==> config.mk <==
export PLATFORM = sky130hd
export DESIGN_NAME = mem_arbiter
export DESIGN_NICKNAME = d
export VERILOG_FILES = /design/src/rtl/mem_arbiter.sv
export SDC_FILE = /design/constraint.sdc
export NUM_CORES = 1
export LEC_CHECK = 0
export BUFFER_PORTS_ARGS = -buffer_cell sky130_fd_sc_hd__buf_2
export CELL_PAD_IN_SITES_DETAIL_PLACEMENT = 1
export CELL_PAD_IN_SITES_GLOBAL_PLACEMENT = 1
export CORE_MARGIN = 3
export CORE_UTILIZATION = 30
export DETAILED_ROUTE_END_ITERATION = 7
export GPL_TIMING_DRIVEN = 0
export PLACE_DENSITY_LB_ADDON = 0.1
export SKIP_LAST_GASP = 1
export SLEW_MARGIN = 20
export SYNTH_ARGS = -nofsm -noshare
export SYNTH_HDL_FRONTEND = slang
export SYNTH_SLANG_ARGS = --single-unit
==> constraint.sdc <==
create_clock -name clk -period 3.7 [get_ports clk]
set_input_delay 0.555 -clock clk [delete_from_list [all_inputs] [get_ports clk]]
set_output_delay 0.555 -clock clk [all_outputs]
set_load 0.05 [all_outputs]
==> src/rtl/mem_arbiter.sv <==
// ============================================================================
// mem_arbiter : two-requester round-robin arbiter driving an APB memory port.
// Optional ACCESS-phase timeout enabled by defining MEM_ARB_TIMEOUT_EN.
// Revision    : 1.0
// ============================================================================
`default_nettype none

module mem_arbiter #(
  parameter int DATA_WIDTH = 8,
  parameter int ADDR_WIDTH = 5,
  parameter int TIMEOUT    = 15
) (
  input  logic                  clk,
  input  logic                  reset,
  input  logic                  req0,
  input  logic                  req1,
  input  logic                  wr0,
  input  logic                  wr1,
  input  logic [ADDR_WIDTH-1:0] addr0,
  input  logic [ADDR_WIDTH-1:0] addr1,
  input  logic [DATA_WIDTH-1:0] wdata0,
  input  logic [DATA_WIDTH-1:0] wdata1,
  output logic                  ack0,
  output logic                  ack1,
  output logic                  err,
  output logic [DATA_WIDTH-1:0] rdata,
  output logic                  m_sel,
  output logic                  m_enable,
  output logic                  m_wr,
  output logic [ADDR_WIDTH-1:0] m_addr,
  output logic [DATA_WIDTH-1:0] m_wdata,
  input  logic                  m_ready,
  input  logic [DATA_WIDTH-1:0] m_rdata
);

  typedef enum logic [1:0] {
    S_IDLE   = 2'd0,
    S_SETUP  = 2'd1,
    S_ACCESS = 2'd2
  } state_t;

  state_t state_q;
  // Most recent grant; doubles as the owner of the transaction in flight.
  logic   last_q;

  logic w_elig0;
  logic w_elig1;
  logic w_grant_vld;
  logic w_grant_sel;

  assign w_elig0     = req0 & ~ack0;
  assign w_elig1     = req1 & ~ack1;
  assign w_grant_vld = w_elig0 | w_elig1;
  assign w_grant_sel = (w_elig0 & w_elig1) ? ~last_q : w_elig1;

`ifdef MEM_ARB_TIMEOUT_EN
  localparam int CNT_W = (TIMEOUT < 2) ? 1 : $clog2(TIMEOUT + 1);
  localparam logic [CNT_W-1:0] c_cnt_last = CNT_W'(TIMEOUT - 1);

  logic [CNT_W-1:0] cnt_q;
  logic             err_q;

  assign err = err_q;
`else
  assign err = 1'b0;
`endif

  always_ff @(posedge clk) begin
    if (reset) begin
      state_q  <= S_IDLE;
      last_q   <= 1'b1;
      ack0     <= 1'b0;
      ack1     <= 1'b0;
      rdata    <= '0;
      m_sel    <= 1'b0;
      m_enable <= 1'b0;
      m_wr     <= 1'b0;
      m_addr   <= '0;
      m_wdata  <= '0;
`ifdef MEM_ARB_TIMEOUT_EN
      cnt_q    <= '0;
      err_q    <= 1'b0;
`endif
    end else begin
      ack0 <= 1'b0;
      ack1 <= 1'b0;
`ifdef MEM_ARB_TIMEOUT_EN
      err_q <= 1'b0;
`endif
      case (state_q)
        S_IDLE: begin
          if (w_grant_vld) begin
            last_q  <= w_grant_sel;
            m_wr    <= w_grant_sel ? wr1    : wr0;
            m_addr  <= w_grant_sel ? addr1  : addr0;
            m_wdata <= w_grant_sel ? wdata1 : wdata0;
            m_sel   <= 1'b1;
            state_q <= S_SETUP;
          end
        end
        S_SETUP: begin
          m_enable <= 1'b1;
          state_q  <= S_ACCESS;
`ifdef MEM_ARB_TIMEOUT_EN
          cnt_q    <= '0;
`endif
        end
        S_ACCESS: begin
          if (m_ready) begin
            state_q  <= S_IDLE;
            m_sel    <= 1'b0;
            m_enable <= 1'b0;
            ack0     <= ~last_q;
            ack1     <= last_q;
            if (!m_wr) begin
              rdata <= m_rdata;
            end
          end
`ifdef MEM_ARB_TIMEOUT_EN
          // Abort when this wait cycle would bring the count to TIMEOUT.
          else if (cnt_q == c_cnt_last) begin
            state_q  <= S_IDLE;
            m_sel    <= 1'b0;
            m_enable <= 1'b0;
            ack0     <= ~last_q;
            ack1     <= last_q;
            err_q    <= 1'b1;
            rdata    <= '0;
          end else begin
            cnt_q <= cnt_q + 1'b1;
          end
`endif
        end
        default: begin
          state_q <= S_IDLE;
        end
      endcase
    end
  end

endmodule

`default_nettype wire

==> flow_summary_export.csv, run 1 <==
group,metric,value,unit
pwr,vdd_drop_max,0.244,mV
setup_path,critPathBufInv,1,
finish,drive_above_1_share,45.7,%
floorplanning,io_pins,68,
placed_design,port_buffers,65,
synth,yosysTopAreaCellShare,45.5,%
placed_design,dpl.hpwl,2.93,mm
clock_network,clockBufferDepth,2,
floorplanning,dieArea,5070,sq um
route,first_pass_iters,4,
pwr,pwr-share-clk,32.2,%
timing,slew_violations,0,
route,wire_per_inst,14.2,um
floorplanning,die_y,71.2,um
synth,synth-edff-count,0,
pwr,p_sw,314,uW
finish,nFillCells,516,
global_routing,grt_max_degree,11,
setup_path,crit_fanout,2,
placed_design,postPlaceCellArea,1660,sq um
timing,holdWs,0.481,ns
setup_path,cp_data_required_time,3.14,ns
finish,area_delta_synth_final,38.4,%
synth,yosys_warnings,0,
synth,synthTopCellsByCount,"dfxtp_1, nand2_1, nor2_1",
synth,ys_seq_area_share,45.5,%
setup_path,worstSetupStartpointType,"flip-flop",
synth,ys_top_cells_by_area,"dfxtp_1, a311oi_2, nand2_1",
synth,synth_area,1270,sq um
placed_design,globalplace.congestion,0.735,
route,via_count,1283,
route,antenna_left,0,
route,initialDrtViolationCount,16,
synth,syn_inst,146,
pwr,seqPwrFrac,39.4,%
synth,synth_largest_area_cell,"dfxtp_1",
clock_network,clockRootBuffer,"clkbuf_8",
setup_path,crit_path_cell_trace,"buf_2",
pwr,leakage,0.000814,uW
timing,slew_headroom,55.6,%
clock_network,htree_num_levels,2,
pwr,power.internal,588,uW
clock_network,cts-resized-gates,0,
synth,synth-async-reset-ratio,0,%
worst_hold_path,hp-class,"reg -> reg",
global_routing,gr-usage-all-layers,16.2,%
floorplanning,start_util,31.4,%
setup_path,cp_top_family,"flip-flops",
route,route.detailed.drc,0,
global_routing,grt_overflow,0,
timing,clock_skew,0.00269,ns
route,drt_wl_total,3.82,mm
clock_network,path_clk_slew,0.06,ns
finish,antenna_cells,0,
clock_network,postCtsSetupRepairBufs,0,
setup_path,cp_slowest_stage_delay,0.39,ns
pwr,p_per_area,511,nW/um^2
timing,final-setup-viol-count,0,
synth,synth_ff_type,"dfxtp_1",
timing,tns,0,ns
timing,rsz0062_at_grt,"false",
finish,final_nets,259,
pwr,p_sw_share,34.8,%
setup_path,slowest_stage,"dfxtp_1",
timing,finalHoldViolations,0,
setup_path,crit_type,"reg -> out",
global_routing,grt_pass1_wl,6.39,mm
setup_path,critPathCaptureType,"output pin",
clock_network,cts_tree,"yes",
pwr,finalPower,902,uW
synth,ys_types,24,
global_routing,grt_pass1_vias,1385,
floorplanning,rows,23,
global_routing,grt_antenna_before_repair,0,
finish,fin_area,1760,sq um
clock_network,cts_hold_buffers,0,
clock_network,clock_sinks,29,
synth,synth-seq-cells,29,
outcome,status,"completed",
clock_network,cts_buffers,5,
pwr,combPwrFrac,28.4,%
floorplanning,fp.dieW,71.2,um
timing,timing.fmax,657,MHz
timing,fin_crit,1.52,ns
timing,tightest_slew,0.666,ns
synth,syn-num-nets,187,
timing,timing.final.crit_share,41.1,%
run,max_cap_violations,0,
synth,syn_area_per_cell,8.73,sq um
floorplanning,core,4060,sq um
setup_path,worstPathArrival,0.97,ns
route,via_per_inst,4.77,
clock_network,clock_latency,0.28,ns
==> worst min-delay path, cell delays in order (launching register included) <==
cell     delay [ns]
dfxtp_1        0.31
o21ai_0        0.07
a21oi_1        0.06
==> kinds of logic (layout without fill, tap and decap cells) <==
| kind of cell | Yosys count | after routing | share of synthesized area [%] |
|---|---|---|---|
| compound gates | 35 | 35 | 22.9 |
| other cells | 1 | 1 | 0.294 |
| buf+inv | 13 | 86 | 6.77 |
| simple gates | 68 | 68 | 24.5 |
| flops | 29 | 29 | 45.5 |
==> power groups by stage <==
stage / clock network [uW] / logic (uW) / registers, uW
3_3_place_gp: 0 / 252 / 362
2_1_floorplan: 0 / 102 / 447
4_1_cts: 304 / 260 / 356
3_5_place_dp: 0 / 260 / 363
6_report: 290 / 256 / 355
5_1_grt: 316 / 277 / 359
==> cell type report <==
cell class	count	area, sq um	share of cell area (%)
repair buffers	65	325	18.4
multi-input cells	104	608	34.5
flip-flops and latches	29	581	32.9
plain buffers	12	82.6	4.68
clock inverters	1	5.00	0.284
well taps	50	62.6	3.55
clock buffers	7	96.3	5.46
inverters	1	3.75	0.213
==> registers in the layout, summed over array words and instances (netlist names) <==
name	flops
m_wr	1
ack1	1
m_sel	1
state_q	2
m_wdata	8
m_addr	5
ack0	1
last_q	1
rdata	8
m_enable	1
==> cells in the final DEF, fill, tap and decap left out, drive strengths merged <==
master  count
inv         1
nor3b       1
a211o       1
a21oi      11
conb        1
nor3        3
o21ai       8
and2        1
nand2      38
a311oi     14
o21a        1
dfxtp      29
nor2b       4
clkinv      1
nand3b      2
nor2       19
clkbuf     11
buf        73
==> per-layer routing <==
layer  GRT usage [%]  vias up  routed length [um]
met2            28.2       48                1920
met5               0        -                   0
met1            17.9      586                1500
li1                -      642                   -
met4            6.26        0                  68
met3            5.97        7                 329
==> per-stage QoR <==
stage / utilization, % / worst slack [ns] / std cells
floorplan: - / 2.16 / 146
global placement: 41.0 / 2.08 / 261
detailed placement: 41.0 / 2.03 / 261
CTS: 43.5 / 2.17 / 269
global route: 43.5 / 2.15 / 269
finish: 43.5 / 2.18 / 269
==> worst paths after layout <==
kind / end / startpoint / slack (ns) / depth (start not counted)
worst min-delay path: rdata[5] / rdata[5] / 0.48 / 2
worst max register to register: m_wdata[7] / ack1 / 2.37 / 5
worst max-delay path: ack1 / ack1 / 2.18 / 1
worst min register to register: rdata[5] / rdata[5] / 0.48 / 2
No activity file was read; power rests on OpenSTA's default activity.
==> inputs of run 2 (changes only) <==
--- a/config.mk
+++ b/config.mk
@@ -9,7 +9,7 @@
 export CELL_PAD_IN_SITES_DETAIL_PLACEMENT = 1
 export CELL_PAD_IN_SITES_GLOBAL_PLACEMENT = 1
 export CORE_MARGIN = 3
-export CORE_UTILIZATION = 30
+export CORE_UTILIZATION = 28
 export DETAILED_ROUTE_END_ITERATION = 7
 export GPL_TIMING_DRIVEN = 0
 export PLACE_DENSITY_LB_ADDON = 0.1
==> constraint.sdc (replaced) <==
create_clock -name clk -period 1.3 [get_ports clk]
set_input_delay 0.195 -clock clk [delete_from_list [all_inputs] [get_ports clk]]
set_output_delay 0.195 -clock clk [all_outputs]
set_load 0.05 [all_outputs]
==> run 2 against run 1 <==
Effect of this change: first-iteration DRC count up 19%; worst setup slack worse by 2.1 ns; cell count up 1.5%; register-to-register slack worse by 2.3 ns; non-clock buffer count up 4; critical path type is now reg -> reg.
==> flow_summary_export.csv, run 2 (synthesized netlist as in run 1, its figures left out) <==
group,metric,value,unit
outcome,status,"completed",
pwr,power.internal,1600,uW
placed_design,dpl.hpwl,3.05,mm
floorplanning,die_y,73.5,um
global_routing,grt_antenna_before_repair,0,
setup_path,r2r_start,"ack1",
placed_design,port_buffers,65,
global_routing,grt_pass1_vias,1360,
pwr,p_sw_share,36.1,%
floorplanning,io_pins,68,
finish,final_common_cell,"buf_2",
pwr,combPwrFrac,31.2,%
timing,rsz0062_at_grt,"true",
global_routing,grt_pass1_wl,6.22,mm
setup_path,reg2reg_depth,5,
pwr,p_per_area,1370,nW/um^2
timing,timing.fmax,795,MHz
pwr,leakage,0.000837,uW
timing,holdWs,0.153,ns
setup_path,critPathCaptureType,"flip-flop",
route,via_per_inst,4.81,
placed_design,globalplace.congestion,0.685,
finish,layout_common_cells,"buf_2, nand2_1, dfxtp_1",
pwr,seqPwrFrac,40.5,%
route,wire_per_inst,14.7,um
timing,slew_violations,0,
finish,drive_above_1_share,50.2,%
global_routing,grt_overflow,0,
route,drt_wl_total,4.03,mm
worst_hold_path,min_to,"rdata[7]",
pwr,vdd_drop_max,0.534,mV
floorplanning,start_util,30.3,%
timing,timing.final.crit_share,96.7,%
worst_hold_path,min_from,"m_rdata[7]",
placed_design,postPlaceCellArea,1670,sq um
timing,finalHoldViolations,0,
route,initialDrtViolationCount,19,
timing,fin_crit,1.26,ns
run,max_cap_violations,0,
floorplanning,rows,23,
pwr,p_sw,902,uW
timing,tightest_slew,0.668,ns
finish,top_regs,"m_wdata x8, rdata x8, m_addr x5",
finish,fin_area,1830,sq um
setup_path,rrSetupSlack,0.04,ns
timing,final-setup-viol-count,0,
setup_path,worstSetupStartpointType,"flip-flop",
route,antenna_left,0,
global_routing,gr-usage-all-layers,15.2,%
timing,slew_headroom,55.5,%
floorplanning,fp.dieW,73.5,um
finish,antenna_cells,0,
route,route.detailed.drc,0,
clock_network,clockBufferDepth,2,
setup_path,worstPathArrival,1.44,ns
floorplanning,core,4200,sq um
clock_network,cts_tree,"yes",
clock_network,path_clk_slew,0.06,ns
route,first_pass_iters,4,
setup_path,crit_fanout,15,
route,via_count,1314,
worst_hold_path,hp-class,"in -> reg",
setup_path,cp_data_required_time,1.49,ns
clock_network,clockRootBuffer,"clkbuf_8",
setup_path,crit_type,"reg -> reg",
pwr,pwr-share-clk,28.3,%
clock_network,clock_latency,0.28,ns
clock_network,htree_num_levels,2,
worst_hold_path,hold_depth,3,
setup_path,r2r_end,"m_wdata[0]",
finish,final_nets,263,
clock_network,clock_sinks,29,
timing,clock_skew,0.00612,ns
floorplanning,dieArea,5400,sq um
global_routing,grt_max_degree,16,
finish,area_delta_synth_final,43.7,%
clock_network,cts_hold_buffers,0,
clock_network,cts_buffers,5,
run 2: changes by cell type in the layout (fill, tap and decap cells not counted), moves of 2 or more:
cell,before,now
a311oi_1,5,3
buf_6,1,3
dfxtp_4,0,2
a311oi_2,9,11
clkbuf_8,7,5
dfxtp_1,29,26
buf_2,67,65
buf_4,3,6
clkbuf_4,0,2
run 2: critical path: stages, from the launching register on:
cell,delay (ns)
dfxtp_4,0.35
nor2b_4,0.15
and2_4,0.17
buf_12,0.15
nand2_1,0.08
a311oi_2,0.27
run 2: power groups by stage:
| stage | Clock [uW] | Combinational (uW) | Sequential, uW |
|---|---|---|---|
| finish | 708 | 781 | 1010 |
| floorplan | 0 | 290 | 1270 |
| global route | 783 | 838 | 1020 |
| global placement | 0 | 718 | 1030 |
| CTS | 735 | 731 | 1010 |
| detailed placement | 0 | 737 | 1030 |
run 2: repair_timing:
item	CTS	global route
pin swaps	0	2
gates resized for setup	4	14
buffers inserted	0	5
cloned	0	0
endpoints found under the setup margin	15	20
run 2: worst max path at each step:
stage                 end  startpoint  slack [ns]
6_report       m_wdata[0]        ack1        0.04
2_1_floorplan      last_q        ack0       -0.02
4_1_cts         m_addr[0]        ack0       0.008
5_1_grt        m_wdata[0]        ack0       -0.03
3_5_place_dp     rdata[0]  state_q[0]       -0.04
3_3_place_gp         m_wr        ack1        0.03
run 2: layout make-up:
class	count	area, sq um
well taps	50	62.6
flip-flops and latches	29	589
repair buffers	70	363
inverters	1	3.75
plain buffers	11	91.3
clock buffers	6	72.6
multi-input cells	104	639
clock inverters	2	10.0
fillers	541	2370
run 2: per-stage QoR:
| stage | setup TNS [ns] | setup slack (ns) | total power (uW) | cells | utilization (%) |
|---|---|---|---|---|---|
| finish | 0 | 0.0425 | 2500 | 273 | 43.6 |
| global route | -0.114 | -0.0332 | 2640 | 273 | 43.6 |
| CTS | 0 | 0.00837 | 2480 | 268 | 41.5 |
| detailed placement | -0.211 | -0.0368 | 1770 | 261 | 39.8 |
| global placement | 0 | 0.0330 | 1750 | 261 | 39.8 |
| floorplan | -0.0168 | -0.0168 | 1560 | 146 | - |
run 2: per-layer routing:
layer,track usage (%),vias to the layer above,share of wire [%]
met5,0,-,0
met2,27.0,42,51
met4,4.23,0,0.67
li1,-,648,-
met3,5.75,4,6.6
met1,16.9,620,41
